`config.mk`:
```
export PLATFORM = sky130hd
export DESIGN_NAME = control_sequencer
export DESIGN_NICKNAME = d
export VERILOG_FILES = /design/src/rtl/control_sequencer.sv
export SDC_FILE = /design/constraint.sdc
export NUM_CORES = 1
export LEC_CHECK = 0
export ABC_AREA = 1
export ABC_CLOCK_PERIOD_IN_PS = 2400
export BUFFER_PORTS_ARGS = -buffer_cell sky130_fd_sc_hd__buf_4
export CORE_AREA = 10 10 47 49
export CTS_CLUSTER_SIZE = 8
export DETAILED_ROUTE_END_ITERATION = 12
export DIE_AREA = 0 0 57 59
export PLACE_DENSITY = 0.68
export SYNTH_ARGS = -nofsm -noshare
export SYNTH_HDL_FRONTEND = slang
export SYNTH_SLANG_ARGS = --single-unit
```
`constraint.sdc`:
```
create_clock -name clk -period 2.4 [get_ports clk]
set_input_delay 0.24 -clock clk [delete_from_list [all_inputs] [get_ports clk]]
set_output_delay 0.24 -clock clk [all_outputs]
set_load 0.05 [all_outputs]
```
`src/rtl/control_sequencer.sv`:
```
`default_nettype none
// ============================================================================
// Module      : control_sequencer
// Description : Microcoded T-state sequencer for the SAP-1 datapath. Emits one
//               control word per cycle from step, opcode and flags. Owns the
//               sticky halt state and idles in program mode.
// Revision    : 1.0 - initial release
// ============================================================================
module control_sequencer #(
    parameter int FLAG_C_IDX = 0,
    parameter int FLAG_Z_IDX = 1
) (
    input  logic       clk,
    input  logic       rst,
    input  logic       pr_mode,
    input  logic [3:0] opcode,
    input  logic [3:0] flags,
    output logic [2:0] step_out,
    output logic       halt,
    output logic       pc_out,
    output logic       pc_inc,
    output logic       pc_jmp,
    output logic       mar_in,
    output logic       ram_in,
    output logic       ram_out,
    output logic       instr_in,
    output logic       instr_out,
    output logic       reg_a_in,
    output logic       reg_a_out,
    output logic       reg_b_in,
    output logic       alu_out,
    output logic       alu_sub,
    output logic       flags_in,
    output logic       out_in
);

    localparam logic [3:0] c_OP_LDA = 4'd1;
    localparam logic [3:0] c_OP_ADD = 4'd2;
    localparam logic [3:0] c_OP_SUB = 4'd3;
    localparam logic [3:0] c_OP_STA = 4'd4;
    localparam logic [3:0] c_OP_LDI = 4'd5;
    localparam logic [3:0] c_OP_JMP = 4'd6;
    localparam logic [3:0] c_OP_JC  = 4'd7;
    localparam logic [3:0] c_OP_JZ  = 4'd8;
    localparam logic [3:0] c_OP_OUT = 4'd14;
    localparam logic [3:0] c_OP_HLT = 4'd15;

    typedef enum logic [2:0] {
        T0 = 3'd0,
        T1 = 3'd1,
        T2 = 3'd2,
        T3 = 3'd3,
        T4 = 3'd4
    } step_t;

    step_t r_step;
    step_t w_step_next;
    logic  r_halted;
    logic  w_active;
    logic  w_last;
    logic  w_set_halt;
    logic  w_unused_flags;

    // Only the carry and zero bits are consulted.
    assign w_unused_flags = ^flags;

    // The sequencer only drives the datapath when running normally.
    assign w_active = !rst && !pr_mode && !r_halted;
    assign step_out = r_step;
    assign halt     = !rst && (r_halted || w_set_halt);

    // Step register; returns to T0 on reset.
    always_ff @(posedge clk or posedge rst) begin
        if (rst) begin
            r_step <= T0;
        end else begin
            r_step <= w_step_next;
        end
    end

    // Sticky halt flag; cleared only by reset.
    always_ff @(posedge clk or posedge rst) begin
        if (rst) begin
            r_halted <= 1'b0;
        end else if (w_set_halt) begin
            r_halted <= 1'b1;
        end
    end

    // Next step: halted freezes, program mode parks at T0, else advance or wrap.
    always_comb begin
        w_step_next = r_step;
        if (r_halted) begin
            w_step_next = r_step;
        end else if (pr_mode) begin
            w_step_next = T0;
        end else if (w_set_halt) begin
            w_step_next = T2;
        end else if (w_last) begin
            w_step_next = T0;
        end else begin
            case (r_step)
                T0:      w_step_next = T1;
                T1:      w_step_next = T2;
                T2:      w_step_next = T3;
                T3:      w_step_next = T4;
                default: w_step_next = T0;
            endcase
        end
    end

    // Control word decode; opcode is live from T2 because the IR loads on the T1 edge.
    always_comb begin
        pc_out     = 1'b0;
        pc_inc     = 1'b0;
        pc_jmp     = 1'b0;
        mar_in     = 1'b0;
        ram_in     = 1'b0;
        ram_out    = 1'b0;
        instr_in   = 1'b0;
        instr_out  = 1'b0;
        reg_a_in   = 1'b0;
        reg_a_out  = 1'b0;
        reg_b_in   = 1'b0;
        alu_out    = 1'b0;
        alu_sub    = 1'b0;
        flags_in   = 1'b0;
        out_in     = 1'b0;
        w_last     = 1'b0;
        w_set_halt = 1'b0;
        if (w_active) begin
            case (r_step)
                T0: begin
                    pc_out = 1'b1;
                    mar_in = 1'b1;
                end
                T1: begin
                    ram_out  = 1'b1;
                    instr_in = 1'b1;
                    pc_inc   = 1'b1;
                end
                T2: begin
                    w_last = 1'b1;
                    case (opcode)
                        c_OP_LDA, c_OP_ADD, c_OP_SUB, c_OP_STA: begin
                            instr_out = 1'b1;
                            mar_in    = 1'b1;
                            w_last    = 1'b0;
                        end
                        c_OP_LDI: begin
                            instr_out = 1'b1;
                            reg_a_in  = 1'b1;
                        end
                        c_OP_JMP: begin
                            instr_out = 1'b1;
                            pc_jmp    = 1'b1;
                        end
                        c_OP_JC: begin
                            instr_out = flags[FLAG_C_IDX];
                            pc_jmp    = flags[FLAG_C_IDX];
                        end
                        c_OP_JZ: begin
                            instr_out = flags[FLAG_Z_IDX];
                            pc_jmp    = flags[FLAG_Z_IDX];
                        end
                        c_OP_OUT: begin
                            reg_a_out = 1'b1;
                            out_in    = 1'b1;
                        end
                        c_OP_HLT: begin
                            w_set_halt = 1'b1;
                        end
                        default: begin
                        end
                    endcase
                end
                T3: begin
                    w_last = 1'b1;
                    case (opcode)
                        c_OP_LDA: begin
                            ram_out  = 1'b1;
                            reg_a_in = 1'b1;
                        end
                        c_OP_STA: begin
                            reg_a_out = 1'b1;
                            ram_in    = 1'b1;
                        end
                        c_OP_ADD, c_OP_SUB: begin
                            ram_out  = 1'b1;
                            reg_b_in = 1'b1;
                            w_last   = 1'b0;
                        end
                        default: begin
                        end
                    endcase
                end
                T4: begin
                    w_last = 1'b1;
                    if (opcode == c_OP_ADD || opcode == c_OP_SUB) begin
                        alu_out  = 1'b1;
                        reg_a_in = 1'b1;
                        flags_in = 1'b1;
                        alu_sub  = (opcode == c_OP_SUB);
                    end
                end
                default: begin
                    w_last = 1'b1;
                end
            endcase
        end
    end

endmodule
`default_nettype wire

```
==> results of run 1 <==
-- final timing paths --
check | endpoint | slack, ns | depth (start not counted)
min | step_out[2]$_DFFE_PP0N_ | 0.31 | 4
max | reg_a_out | 0.49 | 7
max in group asynchronous | step_out[2]$_DFFE_PP0N_ | 1.77 | 3
min in group asynchronous | step_out[0]$_DFFE_PP0N_ | 0.49 | 3
max reg2reg | step_out[1]$_DFFE_PP0N_ | 1.01 | 8
min reg2reg | step_out[2]$_DFFE_PP0N_ | 0.55 | 2
-- cell families (layout without fill, tap and decap cells) --
logic type	after synthesis	in the layout	share of synthesized area, %
buf+inv	17	46	13.9
flops	4	4	19.5
compound gates	6	6	6.33
simple gates	58	58	60.3
-- stage by stage --
| stage | cell area, um2 | instances | hold WS, ns | setup WS [ns] |
|---|---|---|---|---|
| 2_1_floorplan | 517 | 85 | 0.00608 | 0.0118 |
| 3_3_place_gp | 724 | 126 | 0.171 | 0.763 |
| 3_5_place_dp | 724 | 126 | 0.174 | 0.742 |
| 4_1_cts | 757 | 130 | 0.294 | 0.477 |
| 5_1_grt | 757 | 130 | 0.312 | 0.372 |
| 6_report | 757 | 130 | 0.307 | 0.495 |
-- report_power, final --
part	internal, mW	switching (mW)
logic	0.0157	0.0236
registers	0.0679	0
clock network	0.0557	0.0245
-- state kept, by name (all words and copies together) (netlist names) --
name,cells
step_out,3
r_halted,1
-- tightest hold or removal path, delay by kind of cell --
kind / cells / cell delay, ns
and+or+nand+nor: 2 / 0.13
buffers and inverters: 2 / 0.12
-- final cells by class --
| class | instances | area (um2) |
|---|---|---|
| repair buffers | 28 | 213 |
| inverters | 15 | 56.3 |
| fillers | 141 | 644 |
| well taps | 16 | 20.0 |
| flip-flops and latches | 4 | 100 |
| multi-input cells | 64 | 345 |
| clock buffers | 3 | 22.5 |
-- what timing repair did --
item,in CTS,in global routing
endpoints found under the setup margin,0,0
hold buffers,1,0
endpoints found under the hold margin,4,0
-- Yosys cell counts (all sizes together) --
| cell type | number |
|---|---|
| buf | 2 |
| inv | 15 |
| dfrtp | 4 |
| nor4 | 2 |
| nand3 | 5 |
| nand2 | 28 |
| nand4 | 5 |
| o21ai | 1 |
| nor3 | 3 |
| or2 | 1 |
| nor2 | 14 |
| a21oi | 4 |
| o211ai | 1 |
-- layer usage --
metal  up-vias  share of wire, %
met5         -                 0
met4         0                 0
met3         0               6.9
met2        15                49
met1       269                45
li1        332                 -
==> impl_results.md, run 1 <==
* Outcome: completed
* Max Cap Violations at 0
* Grt total ovfl at 0
* Worst r2r src: step_out[2]$_DFFE_PP0N_
* Setup crit end kind: output pin
* Max H-tree Level at 1
* CP required at 2.16 ns
* Synth-to-Final Area Change at 47.2%
* Die X at 57 um
* Slew margin rel. at 77.2%
* Max-slew violation count at 0
* Clock network latency to the later pin of the worst-skew pair at 0.23 ns
* CTS sink count at 4
* Final period util at 79.4%
* Commonest non-fill, non-tap cells in the layout: 27 x buf_4, 24 x nand2_1, 10 x nor2_1, 9 x inv_1, 6 x inv_2
* Die area at 0.00336 mm2
* Worst Path Buf+Inv at 3
* Core region area at 0.00140 mm2
* Hold Fails Final Rpt at 0
* Final min period at 1.91 ns
* Tot Pwr at 187 uW
* Total GRT Usage at 8.18%
* Routed length per placed instance at 11.3 um
* Mean Syn Cell Area at 6.05 um2
* DR iter-0 viols at 4
* Die Ht at 59 um
* FF+latch count, synth at 4
* Pin count of the biggest net entering global routing at 9
* Mapped Cells at 85
* DR vias/cell at 4.74
* CP max stage delay at 0.53 ns
* Critical Path Start Type: input port
* Area leader, netlist: dfrtp_1
* Most used cell, CP: buf_4
* Pwr/cell area at 247 mW/mm2
* CTS clk-pin slew, worst paths at 0.03 ns
* Post-CTS setup buffers at 0
* Row cnt at 14
* First-pass GRT wire length at 2370 um
* Initial antenna violation count at 0
* Final antenna-violating net count at 0
* Peak supply drop at 229 uV
* Critical path cell sequence: dlygate4sd3_1, buf_4, nor2_8, nand2_2, nor4_4, or2_1, buf_4
* Highest clock rate at 525 MHz
* RSZ-0062 raised after global routing: no
* DRC at 0
* Vias in the first global route at 580
* Worst Setup SP: rst
* Effective utilization at floorplan at 36.7%
* Synth top area share at 19.5%
* Unique masters post-synth at 20
* Share of cells above drive strength 1 at 40.4%
* Slowest CP cell: dlygate4sd3_1
* Antenna Cells at 0
* Setup TNS Final at 0 ns
* WS Path Type: input port to output pin
* Slew @ Worst Pin at 0.342 ns
* Critical Path AT at 1.67 ns
* DRT Pass-1 Iters at 4
* Vias post-DR at 616
* Port Buffers at 27
* Hold Crit Start: pr_mode
* Top-Level Pins at 30
* Layout Nets at 127
* Busiest grt layer: met2
* Final Util at 54.0%
* Most common cell after layout, fill and taps aside: buf_4
* Total CTS buffers at 3
* Routability cong. at 0.851
* Mapped Nets at 96
* Sequential area share after synthesis at 19.5%
* Post-Route Skew at 0.000270 ns
* Leakage power at 0.405 nW
* Detail Placement HPWL at 1250 um
* Root Driver: clkbuf_4
* Yosys warning total at 0
* CTS tree: done
* Worst min path class: input port to flip-flop
* Total length of routed wires at 1470 um
* Met3 Usage GRT at 2.36%
* Crit path max fanout at 7
* Met2 usage at 13.5%
* Top cells by area, synth: dfrtp_1 19%, nand2_1 18%, nor2_1 8.0%
* Buffer depth of the longest clock path at 2
* CP delay by family, top: buffers and inverters
* Synth Cell Area at 514 um2
* Grt met1 use at 9.43%
* Cells resized by post-CTS repair at 0
* Setup-failing EPs final at 0
(Power assumes the default switching activity.)
==> inputs of run 2 (changes only) <==
--- a/config.mk
+++ b/config.mk
@@ -6,12 +6,12 @@
 export NUM_CORES = 1
 export LEC_CHECK = 0
 export ABC_AREA = 1
-export ABC_CLOCK_PERIOD_IN_PS = 2400
+export ABC_CLOCK_PERIOD_IN_PS = 1600
 export BUFFER_PORTS_ARGS = -buffer_cell sky130_fd_sc_hd__buf_4
-export CORE_AREA = 10 10 47 49
+export CORE_MARGIN = 10
+export CORE_UTILIZATION = 37
 export CTS_CLUSTER_SIZE = 8
 export DETAILED_ROUTE_END_ITERATION = 12
-export DIE_AREA = 0 0 57 59
 export PLACE_DENSITY = 0.68
 export SYNTH_ARGS = -nofsm -noshare
 export SYNTH_HDL_FRONTEND = slang
==> constraint.sdc (replaced) <==
create_clock -name clk -period 1.6 [get_ports clk]
set_input_delay 0.16 -clock clk [delete_from_list [all_inputs] [get_ports clk]]
set_output_delay 0.16 -clock clk [all_outputs]
set_load 0.05 [all_outputs]
==> run 2 against run 1 <==
Compared with the run above: the run now ends with negative setup slack left; combinational power increased by 64%; critical path type is now flip-flop to output pin; via count increased by 8.0%; first-iteration DRC count increased to 5.8 times the previous value; core utilization increased by 20 points; non-clock buffer count increased by 8; critical path depth unchanged; cell count increased by 6.2%; register-to-register slack got worse by 0.75 ns; die area decreased by 2.4%.
==> impl_results.md, run 2 (synthesis gave the netlist of run 1 again) <==
* Outcome: finished, violations left
* Failing checks: negative setup slack
* Slew margin rel. at 77.0% (-0.16 points)
* Die Ht at 57.3 um (-2.9%)
* Final Util at 73.7% (+20 points)
* Row cnt at 13 (-1)
* Die X at 57.3 um (+0.49%)
* FF-to-FF End: step_out[1]$_DFFE_PP0N_
* Clock network latency to the later pin of the worst-skew pair at 0.25 ns (+0.02 ns)
* Post-route insts no fill at 138 (+6.2%)
* Core region area at 0.00130 mm2 (-7.1%)
* Post-Route Skew at 0.0126 ns (+0.0124 ns)
* Vias post-DR at 665 (+8.0%)
* Detail Placement HPWL at 1400 um (+13%)
* Grt total ovfl at 0 (unchanged)
* Top-Level Pins at 30 (unchanged)
* Critical Path Start Type: flip-flop
* RSZ-0062 raised after global routing: yes
* R2R Setup Slk at 0.26 ns (-0.75 ns)
* Post-layout worst setup margin at -0.0636 ns (-0.559 ns)
* Highest clock rate at 601 MHz
* Port Buffers at 27 (unchanged)
* Dpl cells at 131 (+4.0%)
* Layout Nets at 135 (+6.3%)
* CP required at 1.44 ns (-0.72 ns)
* Routability cong. at 0.812 (-4.5%)
* WS Path Type: flip-flop to output pin
* Critical Path AT at 1.50 ns (-0.17 ns)
* R2r worst-path depth at 9 (+1)
* Vias in the first global route at 681 (+17%)
* Setup-failing EPs final at 6 (+6)
* Commonest non-fill, non-tap cells in the layout: 24 x buf_4, 22 x nand2_1, 8 x inv_1
* Hold Fails Final Rpt at 0 (unchanged)
* Setup crit end kind: output pin
* Worst hold endpoint: step_out[0]$_DFFE_PP0N_
* Pwr/cell area at 321 mW/mm2 (+30%)
* Antenna Cells at 0 (unchanged)
* Max Cap Violations at 0 (unchanged)
* Buffer depth of the longest clock path at 2 (unchanged)
* Total CTS buffers at 3 (unchanged)
* DRT Pass-1 Iters at 4 (unchanged)
* Routed length per placed instance at 12.1 um (+7.3%)
* Initial antenna violation count at 0 (unchanged)
* Hold Crit Start: pr_mode
* Crit path max fanout at 5 (-2)
* Worst min path class: input port to flip-flop
* Worst r2r src: step_out[0]$_DFFE_PP0N_
* Most common cell after layout, fill and taps aside: buf_4
* Share of cells above drive strength 1 at 57.7% (+17 points)
* Max H-tree Level at 1 (unchanged)
* Synth-to-Final Area Change at 86.4%
* DR iter-0 viols at 23 (+19)
* CTS clk-pin slew, worst paths at 0.04 ns (about the same)
* Total length of routed wires at 1670 um (+14%)
* Root Driver: clkbuf_4
* DR vias/cell at 4.82 (+1.7%)
* Final antenna-violating net count at 0 (unchanged)
* Final period util at 104%
* Effective utilization at floorplan at 39.5% (+2.8 points)
* Slew @ Worst Pin at 0.344 ns (+0.00202 ns)
* Peak supply drop at 376 uV (+64%)
* Leakage power at 0.459 nW (+14%)
* Pin count of the biggest net entering global routing at 8 (-1)
* Die area at 0.00328 mm2 (-2.4%)
* First-pass GRT wire length at 2890 um (+22%)
* Max-slew violation count at 0 (unchanged)
* Largest register FFs at 3 (unchanged)
* Final min period at 1.66 ns
* DRC at 0 (unchanged)
* CTS tree: done
* CTS sink count at 4 (unchanged)
* Total GRT Usage at 10.4% (+2.3 points)
* Hold depth at 4 (unchanged)
[run 2: cell count changes in the layout (fill, tap and decap cells not counted), moves of 3 or more]
| cell | previous run | this run |
|---|---|---|
| buf_4 | 27 | 24 |
| buf_6 | 0 | 6 |
| buf_8 | 0 | 5 |
| dfrtp_1 | 4 | 1 |
| dfrtp_2 | 0 | 3 |
| nor2_1 | 10 | 5 |
| nor2_4 | 1 | 4 |
[run 2: how the worst max path moves through the flow]
stage,startpoint,endpoint,slack (ns),cells after the start
after global placement,r_halted$_DFFE_PP0P_,reg_a_out,0.08,7
final,step_out[0]$_DFFE_PP0N_,reg_a_out,-0.06,7
after detailed placement,r_halted$_DFFE_PP0P_,reg_a_out,0.04,7
after global routing,step_out[1]$_DFFE_PP0N_,halt,-0.14,6
after CTS,step_out[0]$_DFFE_PP0N_,halt,-0.07,5
after floorplan,step_out[0]$_DFFE_PP0N_,reg_a_out,-0.53,4
[run 2: critical path: stages, from the launching register on]
cell     delay [ns]
dfrtp_2        0.42
buf_6          0.13
nand2_1        0.12
nor2_4         0.05
nand2_2        0.08
nor2_2         0.04
or2_4          0.25
buf_8          0.15
[run 2: through the flow]
| step | power [mW] | hold slack [ns] | instance area, um2 | TNS (ns) | setup WS (ns) |
|---|---|---|---|---|---|
| after CTS | 0.311 | 0.193 | 941 | -0.288 | -0.0662 |
| after global routing | 0.328 | 0.223 | 958 | -1.08 | -0.136 |
| after global placement | 0.163 | 0.105 | 825 | 0 | 0.0810 |
| after detailed placement | 0.163 | 0.108 | 825 | 0 | 0.0445 |
| after floorplan | 0.131 | -0.0741 | 577 | -1.32 | -0.531 |
| final | 0.308 | 0.199 | 958 | -0.206 | -0.0636 |
[run 2: cell type report]
| class | count | area, um2 |
|---|---|---|
| multi-input cells | 64 | 417 |
| clock buffers | 4 | 26.3 |
| fillers | 120 | 343 |
| repair buffers | 36 | 333 |
| well taps | 15 | 18.8 |
| inverters | 15 | 60.1 |
| flip-flops and latches | 4 | 104 |
[run 2: power by group]
group	switching, mW	internal, mW	total, mW
registers	0	0.102	0.102
logic	0.0382	0.0263	0.0645
clock network	0.0477	0.0939	0.142
[run 2: what timing repair did]
item                                   CTS  global route
endpoints found under the hold margin    4             0
pin swaps                                5             1
gates cloned                             0             0
setup buffers                            2             0
hold buffers                             1             0
setup endpoints to repair               12            14
resized for setup                       18             4
[run 2: routing by layer]
layer	share of wire [%]	GRT usage [%]
met1	43	12.1
met2	51	17.2
met3	6.0	4.20
met4	0.36	3.02
met5	0	0
